<file path="src/rtl/scp_mem_pkg.sv">
// scp_mem_pkg: shared memory-interface constants for the two-port memory arbiter.
package scp_mem_pkg;
  localparam int MEM_AW = 16;
  localparam int MEM_DW = 16;
  localparam logic PORT_CPU = 1'b0;
  localparam logic PORT_DMA = 1'b1;
  localparam int MAX_WAIT_DEF = 8;
endpackage

</file>
<file path="src/rtl/mem_arb_pick.sv">
// mem_arb_pick: CPU-priority grant decision; MEM_ARB_STARVE_EN adds a DMA wait
// counter that forces a DMA grant once it reaches MAX_WAIT.
module mem_arb_pick
  import scp_mem_pkg::*;
#(
  parameter int MAX_WAIT = MAX_WAIT_DEF
) (
  input  logic clk,
  input  logic rst,
  input  logic cpu_req,
  input  logic dma_req,
  output logic cpu_gnt,
  output logic dma_gnt
);
  logic starve;
`ifdef MEM_ARB_STARVE_EN
  logic [7:0] wait_cnt;
  assign starve = wait_cnt == 8'(MAX_WAIT);
  always_ff @(posedge clk) begin
    if (rst) wait_cnt <= '0;
    else if (dma_gnt) wait_cnt <= '0;
    else if (dma_req && !starve) wait_cnt <= wait_cnt + 8'd1;
  end
`else
  localparam int unused_max_wait = MAX_WAIT;
  logic unused_clk;
  assign unused_clk = clk;
  assign starve = 1'b0;
`endif
  assign dma_gnt = !rst && dma_req && (!cpu_req || starve);
  assign cpu_gnt = !rst && cpu_req && !dma_gnt;
endmodule

</file>
<file path="src/rtl/mem_arbiter.sv">
// mem_arbiter: two-port (CPU/DMA) memory arbiter with registered memory port and
// two-cycle read return; optional anti-starvation via MEM_ARB_STARVE_EN.
module mem_arbiter
  import scp_mem_pkg::*;
#(
  parameter int AW = MEM_AW,
  parameter int DW = MEM_DW,
  parameter int MAX_WAIT = MAX_WAIT_DEF
) (
  input  logic          clk,
  input  logic          rst,
  input  logic          cpu_req,
  input  logic [AW-1:0] cpu_addr,
  input  logic          cpu_byte_enable,
  input  logic          cpu_write_enable,
  input  logic [DW-1:0] cpu_write_data,
  output logic          cpu_gnt,
  output logic          cpu_rvalid,
  output logic [DW-1:0] cpu_read_data,
  input  logic          dma_req,
  input  logic [AW-1:0] dma_addr,
  input  logic          dma_byte_enable,
  input  logic          dma_write_enable,
  input  logic [DW-1:0] dma_write_data,
  output logic          dma_gnt,
  output logic          dma_rvalid,
  output logic [DW-1:0] dma_read_data,
  output logic [AW-1:0] mem_addr,
  output logic          mem_byte_enable,
  output logic          mem_write_enable,
  output logic [DW-1:0] mem_write_data,
  input  logic [DW-1:0] mem_in_data,
  output logic          owner
);
  logic gnt, sel, sel_we, rv1, rv2, own1, own2;
  mem_arb_pick #(.MAX_WAIT(MAX_WAIT)) u_pick (
    .clk(clk),
    .rst(rst),
    .cpu_req(cpu_req),
    .dma_req(dma_req),
    .cpu_gnt(cpu_gnt),
    .dma_gnt(dma_gnt)
  );
  always_comb begin
    gnt = cpu_gnt || dma_gnt;
    sel = dma_gnt ? PORT_DMA : PORT_CPU;
    sel_we = dma_gnt ? dma_write_enable : cpu_write_enable;
  end
  always_ff @(posedge clk) begin
    if (rst) begin
      mem_addr <= '0;
      mem_write_data <= '0;
      mem_write_enable <= 1'b0;
      mem_byte_enable <= 1'b0;
      owner <= PORT_CPU;
      rv1 <= 1'b0;
      rv2 <= 1'b0;
      own1 <= PORT_CPU;
      own2 <= PORT_CPU;
    end else begin
      mem_write_enable <= gnt && sel_we;
      mem_byte_enable <= gnt && (dma_gnt ? dma_byte_enable : cpu_byte_enable);
      if (gnt) begin
        mem_addr <= dma_gnt ? dma_addr : cpu_addr;
        mem_write_data <= dma_gnt ? dma_write_data : cpu_write_data;
        owner <= sel;
      end
      rv1 <= gnt && !sel_we;
      own1 <= sel;
      rv2 <= rv1;
      own2 <= own1;
    end
  end
  assign cpu_rvalid = rv2 && own2 == PORT_CPU;
  assign dma_rvalid = rv2 && own2 == PORT_DMA;
  assign cpu_read_data = mem_in_data;
  assign dma_read_data = mem_in_data;
endmodule

</file>
<file path="config.mk">
export PLATFORM = sky130hd
export DESIGN_NAME = mem_arbiter
export DESIGN_NICKNAME = d
export VERILOG_FILES = /design/src/rtl/scp_mem_pkg.sv /design/src/rtl/mem_arb_pick.sv /design/src/rtl/mem_arbiter.sv
export SDC_FILE = /design/constraint.sdc
export NUM_CORES = 1
export LEC_CHECK = 0
export BUFFER_PORTS_ARGS = -buffer_cell sky130_fd_sc_hd__buf_2
export CORE_UTILIZATION = 35
export CTS_CLUSTER_SIZE = 14
export DETAILED_ROUTE_END_ITERATION = 16
export PLACE_DENSITY_LB_ADDON = 0.05
export SYNTH_ARGS = -nofsm -noshare
export SYNTH_HDL_FRONTEND = slang
export SYNTH_SLANG_ARGS = --single-unit
</file>
<file path="constraint.sdc">
create_clock -name clk -period 0.8 [get_ports clk]
set_input_delay 0.12 -clock clk [delete_from_list [all_inputs] [get_ports clk]]
set_output_delay 0.12 -clock clk [all_outputs]
set_load 0.005 [all_outputs]
</file>
==> flow_summary.ini, run 1 <==
[routing]
viasPerCell = 4.73
drt_first_pass_iters = 4
drt-total-wl_um = 5070
drt_iter0_drc = 42
wl_per_cell_um = 14.0
route.detailed.drc = 0
wl_met3_um = 366
wl_met1_um = 2130
num_vias = 1707
top_layer_used = met4
postRouteAntennaNets = 0
wl_met2_um = 2420

[global_routing]
grt_max_degree = 20
overflow = 0
grt_use_total_pct = 16.2
antenna_found_initial = 0
grt_pass1_wl_um = 7590
grt_pass1_vias = 1540

[floorplanning]
rows = 27
dieArea_um2 = 5990
die_x_um = 77.4
floorplan.initialDensity_pct = 36.1
core_um2 = 5510
num_io_pins = 159
dieHeight_um = 77.4

[timing]
finalSetupViolCount = 37
rsz0062_at_grt = true
worst_slack_ns = -0.181
fmax_mhz = 1020
finalMaxSlewViolations = 0
timing.slew.headroom_pct = 88.5
hold_ws_ns = 0.0844
fin_crit_ns = 0.981
period_share_pct = 123
skew_ns = 0.00549
tightest_slew_ns = 0.168
finalHoldViolCount = 0

[power]
ir_drop_mv = 0.797
powerDensity_nw_per_um2 = 1610
leakage_nw = 1.29
power_mw = 4.31

[placed_design]
port_buffers = 110
preCtsSetupSlack_ns = -0.181
post-place-cells = 348
place.gp.congestion = 0.744
dp_hpwl_um = 3770

[synthesis]
yosysUniqueCellTypes = 20
yosysMostFrequentCell = dfxtp_1
synth_top_area_share_pct = 39.3
synth_area_leaders = dfxtp_1 (39%), mux2i_1 (16%), a211oi_1 (12%), buf_4 (12%), nor2b_1 (11%)
ys.flop_type = dfxtp_1
synth_area_per_cell_um2 = 9.89
ys_top_cells_by_count = dfxtp_1 (39), nor2b_1 (35), a211oi_1 (32), buf_4 (32), mux2i_1 (32)
synth_edf_count = 0
synth_seq_area_share_pct = 39.3
yosysTopAreaCell = dfxtp_1
ys_seq_elements = 39
syn_area_um2 = 1990
synth_cells = 201
async_flop_share_pct = 0
syn_nets = 289
synth_warnings = 0

[layout]
utilization_pct = 48.5
syn_to_final_growth_pct = 34.3
final_nets = 376
layout.cells.non_filler = 361
drive_above_1_share_pct = 59.2
diodes = 0

[job]
drv_cap = 0

[setup_path]
cp-start-kind = flop
required_ns = 0.68
worst_setup_path_end_kind = output pin
arrival_ns = 0.86
critical_path.max_fanout = 2
critPathKind = flop to output pin

[clock_tree]
cts_buffer_depth = 2
cts_buffers = 5
cts_tree = done
clock_latency_ns = 0.28
cts_sinks = 39
htree_levels = 2
clockRootBuffer = clkbuf_8
clkSlewWorstSetupHoldPaths_ns = 0.07

[min_path]
hp-class = input pin to flop

[run_status]
violations = setup timing
status = finished, violations left
==> worst paths after layout <==
check | to | slack, ns | cells after the start | from
max | dma_rvalid | -0.18 | 2 | own2
min | mem_byte_enable | 0.08 | 3 | cpu_byte_enable
max reg2reg | mem_write_data[15] | 0.04 | 3 | mem_write_data[15]
min reg2reg | rv2 | 0.43 | 1 | rv1
==> metal layers <==
layer | track usage (%) | up-vias
li1 | - | 840
met1 | 19.7 | 779
met2 | 25.8 | 58
met5 | 0 | -
met3 | 4.59 | 30
met4 | 8.49 | 0
==> cell families after synthesis <==
group | share of synthesized area (%)
compound gates | 12.8
simple gates | 14.6
flops | 39.3
mux | 16.1
buf+inv | 17.2
==> worst max-delay path, cell delays in order (launching register included) <==
cell and delay (ns):
dfxtp_2 0.35, and2_4 0.14, buf_6 0.09
==> registers in the layout, indices dropped and copies added (netlist names) <==
| name | count |
|---|---|
| mem_addr | 16 |
| mem_byte_enable | 1 |
| own2 | 1 |
| rv1 | 1 |
| rv2 | 1 |
| mem_write_data | 16 |
| owner | 1 |
| mem_write_enable | 1 |
| own1 | 1 |
==> cell type report <==
cell class                      instances  area (um2)
Clock inverter                          1        5.00
Multi-Input combinational cell        114         876
Fill cell                             561        2840
Timing Repair Buffer                  127         791
Clock buffer                            7        76.3
Inverter                                1        7.51
Tap cell                               72        90.1
Sequential cell                        39         825
==> cell usage in the layout, fill, tap and decap left out <==
cell	instances
buf_2	104
dfxtp_2	35
nor2b_1	34
mux2i_1	32
a211oi_1	32
buf_4	11
buf_6	6
buf_12	6
clkbuf_8	5
dfxtp_1	4
a21oi_1	3
nor3b_1	2
nor2_1	2
nand2_1	2
nand3b_1	2
clkbuf_1	2
clkinvlp_4	1
nor2b_4	1
and2_4	1
nor3_1	1
nand2b_1	1
or3b_1	1
clkinv_2	1
==> power by group <==
group | internal (mW) | leakage, nW | switching (mW)
clock network | 0.612 | 0.0422 | 0.648
registers | 2.11 | 0.334 | 0.0706
logic | 0.510 | 0.917 | 0.360
total | 3.23 | 1.29 | 1.08
==> per-stage QoR <==
stage	area, um2	setup TNS (ns)
6_report	2670	-1.71
5_1_grt	2670	-3.01
4_1_cts	2590	-2.29
3_5_place_dp	2460	-5.35
3_3_place_gp	2460	-4.49
2_1_floorplan	1990	0
==> repair_timing <==
item	4_1_cts	5_1_grt
buffers inserted	1	4
gates resized for setup	35	11
setup endpoints to repair	39	40
pin swaps	1	5
hold buffers	0	0
Note: power is estimated with default switching activity, not from simulation.
==> inputs of run 2 (changes only) <==
--- a/config.mk
+++ b/config.mk
@@ -7,8 +7,10 @@
 export LEC_CHECK = 0
 export BUFFER_PORTS_ARGS = -buffer_cell sky130_fd_sc_hd__buf_2
 export CORE_UTILIZATION = 35
+export CTS_CLUSTER_DIAMETER = 200
 export CTS_CLUSTER_SIZE = 14
 export DETAILED_ROUTE_END_ITERATION = 16
+export MAX_ROUTING_LAYER = met4
 export PLACE_DENSITY_LB_ADDON = 0.05
 export SYNTH_ARGS = -nofsm -noshare
 export SYNTH_HDL_FRONTEND = slang
==> flow_summary.ini, run 2 (synthesized netlist as in run 1, its figures left out) <==
[run_status]
status = finished, violations left
violations = setup timing

[timing]
timing.slew.headroom_pct = 88.5
finalMaxSlewViolations = 0
period_share_pct = 123
worst_slack_ns = -0.181
hold_ws_ns = 0.0845
fin_crit_ns = 0.981
fmax_mhz = 1020
rsz0062_at_grt = true
skew_ns = 0.00541
finalHoldViolCount = 0
finalSetupViolCount = 37
tightest_slew_ns = 0.168

[placed_design]
dp_hpwl_um = 3770
place.gp.congestion = 0.753
port_buffers = 110

[clock_tree]
clock_latency_ns = 0.28
postCtsHoldBufs = 0
cts_buffers = 5
clockRootBuffer = clkbuf_8
cts_tree = done
cts_buffer_depth = 2
cts_sinks = 39
htree_levels = 2
clkSlewWorstSetupHoldPaths_ns = 0.07

[routing]
viasPerCell = 4.73
drt-total-wl_um = 5040
wl_per_cell_um = 14.0
postRouteAntennaNets = 0
num_vias = 1706
drt_iter0_drc = 35
route.detailed.drc = 0
drt_first_pass_iters = 4

[global_routing]
overflow = 0
grt_use_total_pct = 16.5
grt_max_degree = 20
grt_pass1_vias = 1542
grt_pass1_wl_um = 7550
antenna_found_initial = 0

[floorplanning]
rows = 27
num_io_pins = 159
die_x_um = 77.4
dieArea_um2 = 5990
floorplan.initialDensity_pct = 36.1
dieHeight_um = 77.4
core_um2 = 5510

[power]
powerDensity_nw_per_um2 = 1610
leakage_nw = 1.29
ir_drop_mv = 0.797

[job]
drv_cap = 0

[layout]
final_cell_mix = buf_2 (104), dfxtp_2 (35), nor2b_1 (34), mux2i_1 (32), a211oi_1 (32)
drive_above_1_share_pct = 59.2
diodes = 0
syn_to_final_growth_pct = 34.3
largestRegisters = mem_addr x16, mem_write_data x16
utilization_pct = 48.5
final_nets = 376
layout_commonest_cell = buf_2

[setup_path]
cp-start-kind = flop
critical_path.max_fanout = 2
required_ns = 0.68
arrival_ns = 0.86
worst_setup_path_end_kind = output pin
critPathKind = flop to output pin

[min_path]
hp-class = input pin to flop
-- run 2: where the power goes --
group | leakage [nW] | internal (mW) | total, mW | switching, mW
combinational | 0.917 | 0.510 | 0.870 | 0.360
clock | 0.0422 | 0.612 | 1.25 | 0.641
sequential | 0.334 | 2.11 | 2.18 | 0.0704
-- run 2: path summary, 6_finish.rpt --
path	slack [ns]	endpoint	depth (start not counted)	startpoint
worst min-delay path	0.08	mem_byte_enable	3	cpu_byte_enable
worst min register to register	0.43	rv2	1	rv1
worst max-delay path	-0.18	dma_rvalid	2	own2
worst max register to register	0.04	mem_write_data[15]	3	mem_write_data[15]
-- run 2: stage by stage --
step,std cells,setup slack [ns],power (mW),area (um2),TNS [ns]
after floorplan,201,0.000520,2.71,1990,0
after global placement,348,-0.152,3.02,2460,-4.49
after detailed placement,348,-0.181,3.02,2460,-5.35
after CTS,357,-0.197,4.34,2590,-2.29
after global routing,361,-0.217,4.54,2670,-2.97
final,361,-0.181,4.30,2670,-1.67
-- run 2: final cells by class --
| type | instances | area, um2 |
|---|---|---|
| Inverter | 1 | 7.51 |
| Clock inverter | 1 | 5.00 |
| Sequential cell | 39 | 825 |
| Clock buffer | 7 | 76.3 |
| Tap cell | 72 | 90.1 |
| Fill cell | 561 | 2840 |
| Timing Repair Buffer | 127 | 791 |
| Multi-Input combinational cell | 114 | 876 |
-- run 2: layer usage --
metal  GRT usage (%)  vias to the layer above  routed length (um)
met4            8.49                        0                 157
li1                -                      840                   -
met3            4.47                       30                 358
met5               -                        -                   0
met2            25.8                       58                2410
met1            19.5                      778                2110
-- run 2: repair_timing --
item | 4_1_cts | 5_1_grt
endpoints found under the setup margin | 39 | 40
pin swaps | 1 | 5
buffers inserted | 1 | 4
gates resized for setup | 35 | 11
-- run 2: worst max-delay path, cell delays in order (launching register included) --
cell,delay [ns]
dfxtp_2,0.35
and2_4,0.14
buf_6,0.09
